File: src/rtl/z_writeback.sv
// z_writeback: ALU result write-back stage.
// Buffers 64-bit ALU results in a small FIFO and streams them onto the 32-bit
// bus as one beat (narrow ops) or two beats low-then-high (mul/div, ops 10/11).
// Also holds the architectural Z_LO/Z_HI registers of the last retired result.
// Optional feature macro: Z_WRITEBACK_FLAGS_EN adds z_zero/z_neg retire flags.
module z_writeback #(
    parameter int DEPTH = 2
) (
    input  logic        clock,
    input  logic        clear,
    input  logic        in_valid,
    output logic        in_ready,
    input  logic [63:0] in_result,
    input  logic [4:0]  in_op,
    output logic        out_valid,
    input  logic        out_ready,
    output logic [31:0] out_data,
    output logic        out_hi,
    output logic        out_last,
    output logic [31:0] z_lo,
    output logic [31:0] z_hi
`ifdef Z_WRITEBACK_FLAGS_EN
    ,
    output logic        z_zero,
    output logic        z_neg
`endif
);

    localparam int PTR_W = $clog2(DEPTH);
    localparam int CNT_W = PTR_W + 1;

    typedef enum logic [1:0] {
        ST_IDLE,
        ST_LO,
        ST_HI
    } state_t;

    state_t             r_state;
    state_t             w_nextState;
    logic [64:0]        r_mem [DEPTH];
    logic [PTR_W-1:0]   r_wrPtr;
    logic [PTR_W-1:0]   r_rdPtr;
    logic [CNT_W-1:0]   r_count;
    logic [31:0]        r_zLo;
    logic [31:0]        r_zHi;
    logic [64:0]        w_head;
    logic               w_headWide;
    logic               w_inWide;
    logic               w_push;
    logic               w_pop;

    // Each entry carries a wide flag so the output FSM knows whether a high beat follows.
    assign w_inWide   = (in_op == 5'd10) || (in_op == 5'd11);
    assign w_head     = r_mem[r_rdPtr];
    assign w_headWide = w_head[64];

    // Ready comes from the registered count only, so a pop never enables a same-cycle push when full.
    assign in_ready = (r_count < CNT_W'(DEPTH));
    assign w_push   = in_valid && in_ready;

    assign z_lo = r_zLo;
    assign z_hi = r_zHi;

    // Entry storage; not reset because the output mux ignores it while the FIFO is empty.
    always_ff @(posedge clock) begin
        if (w_push) begin
            r_mem[r_wrPtr] <= {w_inWide, in_result};
        end
    end

    // Pointers wrap naturally at the power-of-two depth; count tracks occupancy.
    always_ff @(posedge clock or negedge clear) begin
        if (!clear) begin
            r_wrPtr <= '0;
            r_rdPtr <= '0;
            r_count <= '0;
        end else begin
            if (w_push) begin
                r_wrPtr <= r_wrPtr + PTR_W'(1);
            end
            if (w_pop) begin
                r_rdPtr <= r_rdPtr + PTR_W'(1);
            end
            if (w_push && !w_pop) begin
                r_count <= r_count + CNT_W'(1);
            end else if (!w_push && w_pop) begin
                r_count <= r_count - CNT_W'(1);
            end
        end
    end

    // Output FSM state register; reset drops any partially sent entry.
    always_ff @(posedge clock or negedge clear) begin
        if (!clear) begin
            r_state <= ST_IDLE;
        end else begin
            r_state <= w_nextState;
        end
    end

    // Beat selection and sequencing; all outputs derive from the state and FIFO head only.
    always_comb begin
        w_nextState = r_state;
        out_valid   = 1'b0;
        out_data    = 32'h0;
        out_hi      = 1'b0;
        out_last    = 1'b0;
        w_pop       = 1'b0;
        case (r_state)
            ST_IDLE: begin
                if ((r_count != '0) || w_push) begin
                    w_nextState = ST_LO;
                end
            end
            ST_LO: begin
                out_valid = 1'b1;
                out_data  = w_head[31:0];
                out_last  = !w_headWide;
                if (out_ready) begin
                    if (w_headWide) begin
                        w_nextState = ST_HI;
                    end else begin
                        w_pop = 1'b1;
                    end
                end
            end
            ST_HI: begin
                out_valid = 1'b1;
                out_data  = w_head[63:32];
                out_hi    = 1'b1;
                out_last  = 1'b1;
                if (out_ready) begin
                    w_pop = 1'b1;
                end
            end
            default: begin
                w_nextState = ST_IDLE;
            end
        endcase
        if (w_pop) begin
            w_nextState = ((r_count > CNT_W'(1)) || w_push) ? ST_LO : ST_IDLE;
        end
    end

    // Architectural Z registers load the full 64-bit head when its final beat is accepted.
    always_ff @(posedge clock or negedge clear) begin
        if (!clear) begin
            r_zLo <= 32'h0;
            r_zHi <= 32'h0;
        end else if (w_pop) begin
            r_zLo <= w_head[31:0];
            r_zHi <= w_head[63:32];
        end
    end

`ifdef Z_WRITEBACK_FLAGS_EN
    logic r_zZero;
    logic r_zNeg;

    assign z_zero = r_zZero;
    assign z_neg  = r_zNeg;

    // Zero/negative flags of the retired value, captured alongside Z_LO/Z_HI.
    always_ff @(posedge clock or negedge clear) begin
        if (!clear) begin
            r_zZero <= 1'b0;
            r_zNeg  <= 1'b0;
        end else if (w_pop) begin
            r_zZero <= (w_head[63:0] == 64'h0);
            r_zNeg  <= w_head[63];
        end
    end
`endif

endmodule

File: config.mk
export PLATFORM = sky130hd
export DESIGN_NAME = z_writeback
export DESIGN_NICKNAME = d
export VERILOG_FILES = /design/src/rtl/z_writeback.sv
export SDC_FILE = /design/constraint.sdc
export NUM_CORES = 1
export LEC_CHECK = 0
export ABC_AREA = 1
export BUFFER_PORTS_ARGS = -buffer_cell sky130_fd_sc_hd__buf_2
export CELL_PAD_IN_SITES_DETAIL_PLACEMENT = 1
export CELL_PAD_IN_SITES_GLOBAL_PLACEMENT = 2
export CORE_ASPECT_RATIO = 1.2
export CORE_MARGIN = 1.5
export CORE_UTILIZATION = 34
export DETAILED_ROUTE_END_ITERATION = 10
export PLACE_DENSITY_LB_ADDON = 0.25
export SLEW_MARGIN = 10
export SYNTH_ARGS = -nofsm -noshare
export SYNTH_HDL_FRONTEND = slang
export SYNTH_SLANG_ARGS = --single-unit
File: constraint.sdc
create_clock -name clock -period 5.4 [get_ports clock]
set_clock_uncertainty 0.2 [all_clocks]
set_input_delay 0.27 -clock clock [delete_from_list [all_inputs] [get_ports clock]]
set_output_delay 0.27 -clock clock [all_outputs]
set_load 0.005 [all_outputs]
==> impl_metrics.ini <==
[critical_path]
worst_path_largest_cell_delay_ns = 0.56
reg2reg_slack_ns = 2.51
worstPathCellList = inv_1 > ha_1 > buf_4 > inv_1 > nand2_1 > nand3_2 > buf_4 > buf_4 > nand3_1 > nand3_1 > nand2_1
worstPathMaxFanout = 46
start_kind = flip-flop
cpMaxStageDelayCell = buf_4
worstReg2RegEnd = r_state[0]$_DFFE_PN0P_
cp_top_family = buffers and inverters
critPathKind = flip-flop to flip-flop
required_ns = 5.51
cp_num_buf_inv = 5
r2r-start = r_state[0]$_DFFE_PN0P_
worstPathArrival_ns = 3.00
cpMostUsedCell = buf_4
crit_path_end_kind = flip-flop
r2r_cells = 11

[cts]
ctsLongestPathBuffers = 2
cts_tree = built
clkTransAtPathRegs_ns = 0.08
ctsResizeCount = 0
postCtsSetupBuffers = 0
cts-buffers-inserted = 17
clkLatencyLatePin_ns = 0.43
htree_levels = 4
ctsRootBufferMaster = clkbuf_16
clock-sinks = 200

[power_and_ir_drop]
cellLeakagePower_nw = 4.90
p_sw_frac = 0.386
pwr-share-comb = 0.356
p_int_mw = 3.42
p_clk_frac = 0.234
powerDensity_nw_per_um2 = 532
p_sw_mw = 2.14
ir_drop_v = 0.000254
seq_power_share = 0.410

[global_routing]
grt_max_degree = 66
antenna_found_initial = 0
grt_usage = 0.201
grt_pass1_wl_um = 36100
top_usage_layer = met2
overflow = 0
use_met2 = 0.372
grt_pass1_vias = 6501
use_met3 = 0.0548
grt_use_met1 = 0.227

[synth]
synth_edf_count = 130
yosys-top-cells-area = edfxtp_1, dfrtp_1, nand2_1
synth-seq-cells = 200
seq_area_frac_synth = 0.705
synth_top_area_frac = 0.487
synth_top_area_cell = edfxtp_1
avgSynthCellArea_um2 = 10.4
syn_inst = 774
synth.distinct_cells = 22
synth_most_common_cell = nand2_1
synth_top_cells_by_count = nand2_1, edfxtp_1, dfrtp_1
synth_ff_type = edfxtp_1
async_flop_share = 0.350
yosysWarnings = 0
syn_area_um2 = 8020
syn-num-nets = 853

[detailed_routing]
vias = 6077
drc = 0
wl_um = 23800
final_antenna_net_count = 0
dr.first_iter.drc_count = 220
avgViaCountPerCell = 4.55
drt-pass1-iter-count = 4
wl_per_cell_um = 17.8

[final_layout]
multi_input_area_um2 = 2120
syn_to_final_growth_pct = 30.3
post-route-util = 0.452
diodes = 0
nets = 1086
drive_gt1_frac = 0.218
seqCellArea_um2 = 5660
num-fill-cells = 2630

[timing]
relSlewSlack = 0.353
fin_ws_ns = 2.51
period_minus_slack_ns = 2.89
hold_viol = 0
fmax_mhz = 346
finalCritPeriodShare = 0.535
tightest_slew_ns = 0.969
setup_viol = 0
drv_slew = 0
rsz0062_at_grt = no
tns_ns = 0

[die]
core_um2 = 23100
die_x_um = 143
dieArea_um2 = 24500
initial_core_util = 0.347
std_cell_rows = 61
die_y_um = 171
boundaryPins = 173

[hold_path]
hold_path.class = input port to async pin

[placed_design]
gp_congestion = 0.773
port_buffers = 171
place_ws_ns = 2.50
dpl.hpwl_um = 15000

[status]
outcome = complete, no violations

[flow_run]
maxCapViolCount = 0
## how the worst max path moves through the flow
stage | from | end | slack, ns | cells after the start
floorplan | r_count[1]$_DFFE_PN0P_ | r_mem[0][0]$_DFFE_PP_ | 1.37 | 3
global placement | r_state[0]$_DFFE_PN0P_ | r_state[0]$_DFFE_PN0P_ | 2.54 | 11
detailed placement | r_state[0]$_DFFE_PN0P_ | r_state[0]$_DFFE_PN0P_ | 2.50 | 11
CTS | r_rdPtr$_DFFE_PN0P_ | out_data[7] | 2.41 | 7
global route | r_state[0]$_DFFE_PN0P_ | r_state[0]$_DFFE_PN0P_ | 2.28 | 11
finish | r_state[0]$_DFFE_PN0P_ | r_state[0]$_DFFE_PN0P_ | 2.51 | 11
## logic make-up after synthesis
logic type,Yosys count,share of synthesized area
AND/OR/NAND/NOR,476,0.225
flip-flops,200,0.705
adder cells (fa/ha/maj),6,0.00936
AO/OA/AOI/OAI,37,0.0234
XOR/XNOR,4,0.00437
buffers and inverters,51,0.0325
## repair_timing
| action | in CTS | in global routing |
|---|---|---|
| setup endpoints to repair | 0 | 0 |
| hold endpoints to repair | 153 | 0 |
| hold buffers | 67 | 0 |
## per-layer routing
metal	share of wire	vias to the layer above
li1	-	2946
met1	0.41	2986
met2	0.53	130
met3	0.050	15
met4	0.012	0
met5	0	-
## cells in the final DEF, fill, tap and decap left out
| master | netlist | final |
|---|---|---|
| nand3_1 | 5 | 5 |
| buf_2 | 16 | 170 |
| xnor2_1 | 1 | 1 |
| nand3_2 | 1 | 1 |
| inv_6 | 0 | 5 |
| nand4_1 | 1 | 1 |
| nor2_1 | 3 | 1 |
| clkbuf_1 | 9 | 1 |
| clkbuf_16 | 0 | 17 |
| buf_4 | 7 | 15 |
| dlygate4sd3_1 | 0 | 67 |
| clkinv_2 | 0 | 1 |
| clkinv_8 | 0 | 2 |
| clkinv_1 | 1 | 1 |
| inv_1 | 10 | 10 |
| dfrtp_1 | 70 | 69 |
| ha_1 | 6 | 6 |
| nand2_1 | 465 | 465 |
| edfxtp_1 | 130 | 130 |
| nor3_1 | 1 | 1 |
| clkinv_4 | 0 | 1 |
| inv_2 | 2 | 2 |
| bufinv_16 | 0 | 1 |
| a21oi_1 | 33 | 33 |
| clkbuf_8 | 0 | 1 |
| inv_8 | 0 | 3 |
| o21ai_0 | 3 | 3 |
| xor2_1 | 3 | 3 |
| dfrtp_2 | 0 | 1 |
| nor2_4 | 0 | 2 |
| a21boi_0 | 1 | 1 |
## sequential cells by signal, indices dropped and copies added (netlist names)
name and count:
r_mem 130, z_hi 32, z_lo 32, r_count 2, r_state 2, r_rdPtr 1
r_wrPtr 1
## final cells by class
class / instances / share of cell area
Multi-Input combinational cell: 523 / 0.203
Sequential cell: 200 / 0.542
Inverter: 13 / 0.00467
Timing Repair Buffer: 252 / 0.156
Clock inverter: 13 / 0.0147
Clock buffer: 19 / 0.0424
Tap cell: 315 / 0.0377
## power by group through the flow
stage | logic [mW] | clock network, mW | registers (mW)
floorplan | 1.13 | 0 | 2.31
global placement | 1.97 | 0 | 2.30
detailed placement | 2.00 | 0 | 2.31
CTS | 2.05 | 1.33 | 2.28
global route | 2.26 | 1.38 | 2.33
finish | 1.98 | 1.30 | 2.28
## metrics by stage
step | hold WS (ns) | cell area [um^2] | power [mW] | std cells
after floorplan | -0.226 | 8020 | 3.44 | 774
after global placement | 0.0142 | 9180 | 4.27 | 1236
after detailed placement | 0.0126 | 9180 | 4.31 | 1236
after CTS | 0.0843 | 10400 | 5.66 | 1335
after global routing | 0.111 | 10400 | 5.97 | 1335
final | 0.0961 | 10400 | 5.56 | 1335
(Power assumes the default switching activity.)
